**src/rtl/spi_reg_pkg.sv**
```systemverilog
// Shared address map, field positions and register decode for the SPI register block.
// Address match is a full 32-bit compare, so aliases above 0x10 are unmapped.
package spi_reg_pkg;

  localparam logic [31:0] ADDR_TX_DATA = 32'h0000_0000;
  localparam logic [31:0] ADDR_RX_DATA = 32'h0000_0004;
  localparam logic [31:0] ADDR_CFG     = 32'h0000_0008;
  localparam logic [31:0] ADDR_CTRL    = 32'h0000_000C;
  localparam logic [31:0] ADDR_STT     = 32'h0000_0010;

  localparam int CFG_CPOL     = 0;
  localparam int CFG_CPHA     = 1;
  localparam int CFG_ORDER    = 2;
  localparam int CFG_SCKS_LO  = 3;
  localparam int CFG_SLAVE_LO = 5;
  localparam int CFG_W        = 9;

  localparam int CTRL_START = 0;
  localparam int CTRL_RD    = 1;
  localparam int STT_BUSY   = 0;

  typedef enum logic [2:0] {
    REG_TX_DATA,
    REG_RX_DATA,
    REG_CFG,
    REG_CTRL,
    REG_STT,
    REG_NONE
  } reg_idx_t;

  function automatic reg_idx_t decode(input logic [31:0] addr);
    reg_idx_t idx;
    case (addr)
      ADDR_TX_DATA: idx = REG_TX_DATA;
      ADDR_RX_DATA: idx = REG_RX_DATA;
      ADDR_CFG:     idx = REG_CFG;
      ADDR_CTRL:    idx = REG_CTRL;
      ADDR_STT:     idx = REG_STT;
      default:      idx = REG_NONE;
    endcase
    return idx;
  endfunction

  function automatic logic writable(input reg_idx_t idx);
    return (idx == REG_TX_DATA) || (idx == REG_CFG) || (idx == REG_CTRL);
  endfunction

endpackage

```
**src/rtl/register_block.sv**
```systemverilog
// SPI control/status register file: acks, errors and rdata appear one cycle after the request.
// No backpressure: every wr_en/rd_en cycle is accepted and acknowledged on the next cycle.
module register_block
  import spi_reg_pkg::*;
(
  input  logic        clk,
  input  logic        reset,
  input  logic [31:0] waddr,
  input  logic [31:0] wdata,
  input  logic        wr_en,
  input  logic [31:0] raddr,
  input  logic        rd_en,
  output logic [31:0] rdata,
  output logic        wack,
  output logic        rack,
  output logic        waddrerr,
  output logic        raddrerr,
  output logic [31:0] tx_data,
  output logic        ctrl_cpol,
  output logic        ctrl_cpha,
  output logic        ctrl_order,
  output logic [1:0]  ctrl_scks,
  output logic [3:0]  ctrl_slave_en,
  output logic        ctrl_rd,
  output logic        start_op,
  input  logic [31:0] rx_data,
  input  logic        busy
);

  logic [7:0]       tx_q;
  logic [CFG_W-1:0] cfg_q;
  logic             rd_q;
  reg_idx_t         widx;
  reg_idx_t         ridx;
  logic [31:0]      rd_val;
  logic             unused_wdata;

  assign widx = decode(waddr);
  assign ridx = decode(raddr);
  assign unused_wdata = ^wdata[31:CFG_W];

  // Read mux sees pre-write state, so a same-cycle write to the read target is not visible.
  always_comb begin
    rd_val = '0;
    case (ridx)
      REG_TX_DATA: rd_val = {24'b0, tx_q};
      REG_RX_DATA: rd_val = rx_data;
      REG_CFG:     rd_val = {{(32-CFG_W){1'b0}}, cfg_q};
      REG_CTRL:    rd_val[CTRL_RD] = rd_q;
      REG_STT:     rd_val[STT_BUSY] = busy;
      default:     rd_val = '0;
    endcase
  end

  always_ff @(posedge clk) begin
    if (!reset) begin
      tx_q     <= '0;
      cfg_q    <= '0;
      rd_q     <= 1'b0;
      rdata    <= '0;
      wack     <= 1'b0;
      rack     <= 1'b0;
      waddrerr <= 1'b0;
      raddrerr <= 1'b0;
      start_op <= 1'b0;
    end else begin
      wack     <= wr_en;
      waddrerr <= wr_en && !writable(widx);
      rack     <= rd_en;
      raddrerr <= rd_en && (ridx == REG_NONE);
      start_op <= 1'b0;
      if (wr_en) begin
        case (widx)
          REG_TX_DATA: tx_q  <= wdata[7:0];
          REG_CFG:     cfg_q <= wdata[CFG_W-1:0];
          REG_CTRL: begin
            rd_q     <= wdata[CTRL_RD];
            // A start request while the core is busy is silently dropped.
            start_op <= wdata[CTRL_START] && !busy;
          end
          default: ;
        endcase
      end
      if (rd_en) rdata <= rd_val;
    end
  end

  assign tx_data       = {24'b0, tx_q};
  assign ctrl_cpol     = cfg_q[CFG_CPOL];
  assign ctrl_cpha     = cfg_q[CFG_CPHA];
  assign ctrl_order    = cfg_q[CFG_ORDER];
  assign ctrl_scks     = cfg_q[CFG_SCKS_LO +: 2];
  assign ctrl_slave_en = cfg_q[CFG_SLAVE_LO +: 4];
  assign ctrl_rd       = rd_q;

endmodule

```
**config.mk**
```make
export PLATFORM = sky130hd
export DESIGN_NAME = register_block
export DESIGN_NICKNAME = d
export VERILOG_FILES = /design/src/rtl/spi_reg_pkg.sv /design/src/rtl/register_block.sv
export SDC_FILE = /design/constraint.sdc
export NUM_CORES = 1
export LEC_CHECK = 0
export BUFFER_PORTS_ARGS = -buffer_cell sky130_fd_sc_hd__buf_2
export CORE_AREA = 2 2 84 86
export CTS_CLUSTER_DIAMETER = 150
export DETAILED_ROUTE_END_ITERATION = 10
export DIE_AREA = 0 0 86 88
export PLACE_DENSITY_LB_ADDON = 0.08
export SLEW_MARGIN = 20
export SYNTH_ARGS = -nofsm -noshare
export SYNTH_HDL_FRONTEND = slang
export SYNTH_SLANG_ARGS = --single-unit
```
**constraint.sdc**
```tcl
create_clock -name clk -period 2.5 [get_ports clk]
set_input_delay 0 -clock clk [delete_from_list [all_inputs] [get_ports clk]]
set_output_delay 0 -clock clk [all_outputs]
set_load 0.02 [all_outputs]
```
==> results by group <==
Critical path
  • Crit path largest cell delay: between 0.6 and 0.7 ns
  • Critical Path RT: between 2 and 3 ns
  • Crit-path most repeated cell: or4_1
  • CP max-delay cell: or4_1
  • Worst EP arrival: 1.95 ns
  • Worst setup EP type: flip-flop
  • CP cell instances: buf_2 > or4_1 > or4_1 > or4_1 > a21oi_1
  • Critical path class: in2reg
  • Worst-path maximum fanout: 6
  • CP startpoint kind: input pin

Logic synthesis
  • Synth cell count leaders: dfxtp_1 (55), a22o_1 (24), buf_4 (24)
  • EDFF count, synth: 0
  • Syn_area_per_cell: between 9 and 10 µm²
  • Sequential area share after synthesis: 0.448
  • Synthesis Warnings: 0
  • Mapped cell area: 2460 µm²
  • Synth cell types: 35
  • Async SR Flop Fraction: 0
  • Area contributors post-synth: dfxtp_1 (45%), a22o_1 (8.6%), buf_4 (7.3%), o31ai_1 (5.5%), nand4_1 (5.1%)
  • Most common cell in the synthesized netlist: dfxtp_1
  • Yosys top cell by area: dfxtp_1
  • Post-Synthesis Cells: approximately 260
  • Top FF cell, synth: dfxtp_1
  • Yosys reg bits: 55
  • Post-synth top area share: 0.448

Die
  • Boundary Pins: 212
  • Die Span Y: ~88 µm
  • DIE AREA: 7570 µm²
  • # rows: 30
  • Die width: 86 µm
  • Initial Util: 0.370
  • Placeable Area: 6640 µm²

Placement
  • Placed Instances: approximately 500
  • Port Buffers: approximately 160
  • HPWL after detailed placement: 5350 µm
  • Gpl congestion: a little over 0.8

Power and ir drop
  • Pwr/cell area: 451 nW/µm²
  • Peak supply drop: 244 µV
  • P_leak: ~1.8 nW

Timing
  • Pins Over Slew Limit: 0
  • Final Hold Fails: 0
  • Rel. slew slack: 0.581
  • RSZ-0062 raised after global routing: false
  • Worst Max-Slew Pin Slew: roughly 0.63 ns
  • Highest clock rate: 586 MHz
  • Final Critical Period: between 1.5 and 2 ns
  • Clk_skew: 0.00435 ns
  • Setup-failing EPs final: 0
  • Fin crit share: 0.683
  • Setup TNS Final: 0 ns

Drt
  • Post-Route WL: between 7000 and 8000 µm
  • Drt initial violations: 56
  • Drt via density: 5.09
  • Post-route ant nets: 0
  • Mean routed wirelength per cell: about 14 µm
  • Residual DRC count: 0
  • DRT Pass-1 Iters: 4
  • Via count: 2738

Clock network
  • CTS max path bufs: 2
  • H-Tree Level Count: 2
  • Total CTS buffers: 5
  • Post-CTS Setup Inserts: 0
  • CTS Sinks: 55
  • Clk slew on worst S/H paths: about 0.1 ns
  • Worst skew pair latency: approximately 0.30 ns
  • CTS tree: built
  • Root Driver: clkbuf_8

Cells and area
  • N_diodes: 0
  • Multi-input logic area: approximately 1200 µm²
  • Layout cell share with drive strength beyond 1: 0.408
  • Layout net count: 590
  • Fillers: approximately 640
  • Cell Count, Final, Fillers Out: around 540
  • Register area: roughly 1100 µm²
  • Area delta synth->final: 54.4%

Global routing
  • First-pass GRT wire length: about 12000 µm
  • Largest net degree at the start of global routing: 33
  • Vias in the first global route: approximately 2.6k
  • Gr usage total: 0.193
  • Initial antenna violation count: 0
  • Total congestion overflow: 0

Run
  • Max Cap Viol: 0

Min path
  • Min-Delay Path Class: in2reg

Outcome
  • Status: completed
[flip-flops by register name, summed over array words and instances, names as in the netlist]
name      flops
cfg_q         9
rdata        32
waddrerr      1
rack          1
raddrerr      1
wack          1
tx_q          8
ctrl_rd       1
start_op      1
[kinds of logic (layout without fill, tap and decap cells)]
family,after synthesis,after routing,synth area share
flops,55,55,0.448
simple gates,70,70,0.171
compound gates,79,79,0.236
other cells,1,24,0.00153
buf+inv,45,222,0.106
mux,8,8,0.0377
[critical path, delay by kind of cell]
kind	cells	cell delay, ns
AO/OA/AOI/OAI	1	0.15
buffers and inverters	1	0.09
AND/OR/NAND/NOR	3	1.71
[report_power, final]
group          total, mW  internal (mW)  leakage, nW  switching, mW
clock network      0.593          0.299       0.0581          0.294
registers          0.880          0.879        0.444       0.000719
logic              0.239          0.122         1.27          0.118
total               1.71           1.30         1.78          0.413
[placed cells by master (no fill, tap or decap), drive strengths merged, types with 4 or more instances in the layout]
master and instances:
o21ai 8, conb 24, a22o 24, o31ai 18, nor2 4, a21oi 18
or4 5, dfxtp 55, nand4 20, mux2i 7, a32o 8, nor4 12
clkbuf 5, buf 172, nand2 12, dlygate4sd3 40
[timing repair]
| action | 4_1_cts | 5_1_grt |
|---|---|---|
| hold buffers | 40 | 0 |
| hold endpoints to repair | 44 | 0 |
| resized for setup | 0 | 0 |
[stage by stage]
stage | utilization | setup WS, ns | instance area [µm²] | total power [mW] | hold slack (ns)
after floorplan | - | 0.737 | 2540 | 1.01 | 0.126
after global placement | 0.494 | 0.486 | 3280 | 1.09 | 0.212
after detailed placement | 0.494 | 0.458 | 3280 | 1.09 | 0.213
after CTS | 0.571 | 0.799 | 3790 | 1.73 | 0.0203
after global routing | 0.571 | 0.695 | 3790 | 1.79 | 0.0439
final | 0.571 | 0.792 | 3790 | 1.71 | 0.0408
[routing by layer]
metal / track usage / wire length [µm]
met4: 0.0635 / 86
met5: 0 / 0
met3: 0.0349 / 607
met1: 0.239 / 3180
met2: 0.338 / 3600
[layout make-up]
class                      count  area share
multi-input combinational    181       0.314
timing repair buffer         212       0.338
sequential                    55       0.290
tap                           80      0.0264
clock buffer                   5      0.0181
inverter                       2     0.00198
clock inverter                 3      0.0115
[path summary, 6_finish.rpt]
| path | from | to | slack (ns) | cells after the start |
|---|---|---|---|---|
| min reg2reg | rdata[7] | rdata[7] | 0.48 | 1 |
| max reg2reg | ctrl_rd | rdata[1] | 1.36 | 2 |
| min | rx_data[8] | rdata[8] | 0.04 | 4 |
| max | waddr[9] | ctrl_rd | 0.79 | 5 |
No activity file was read; power rests on OpenSTA's default activity.
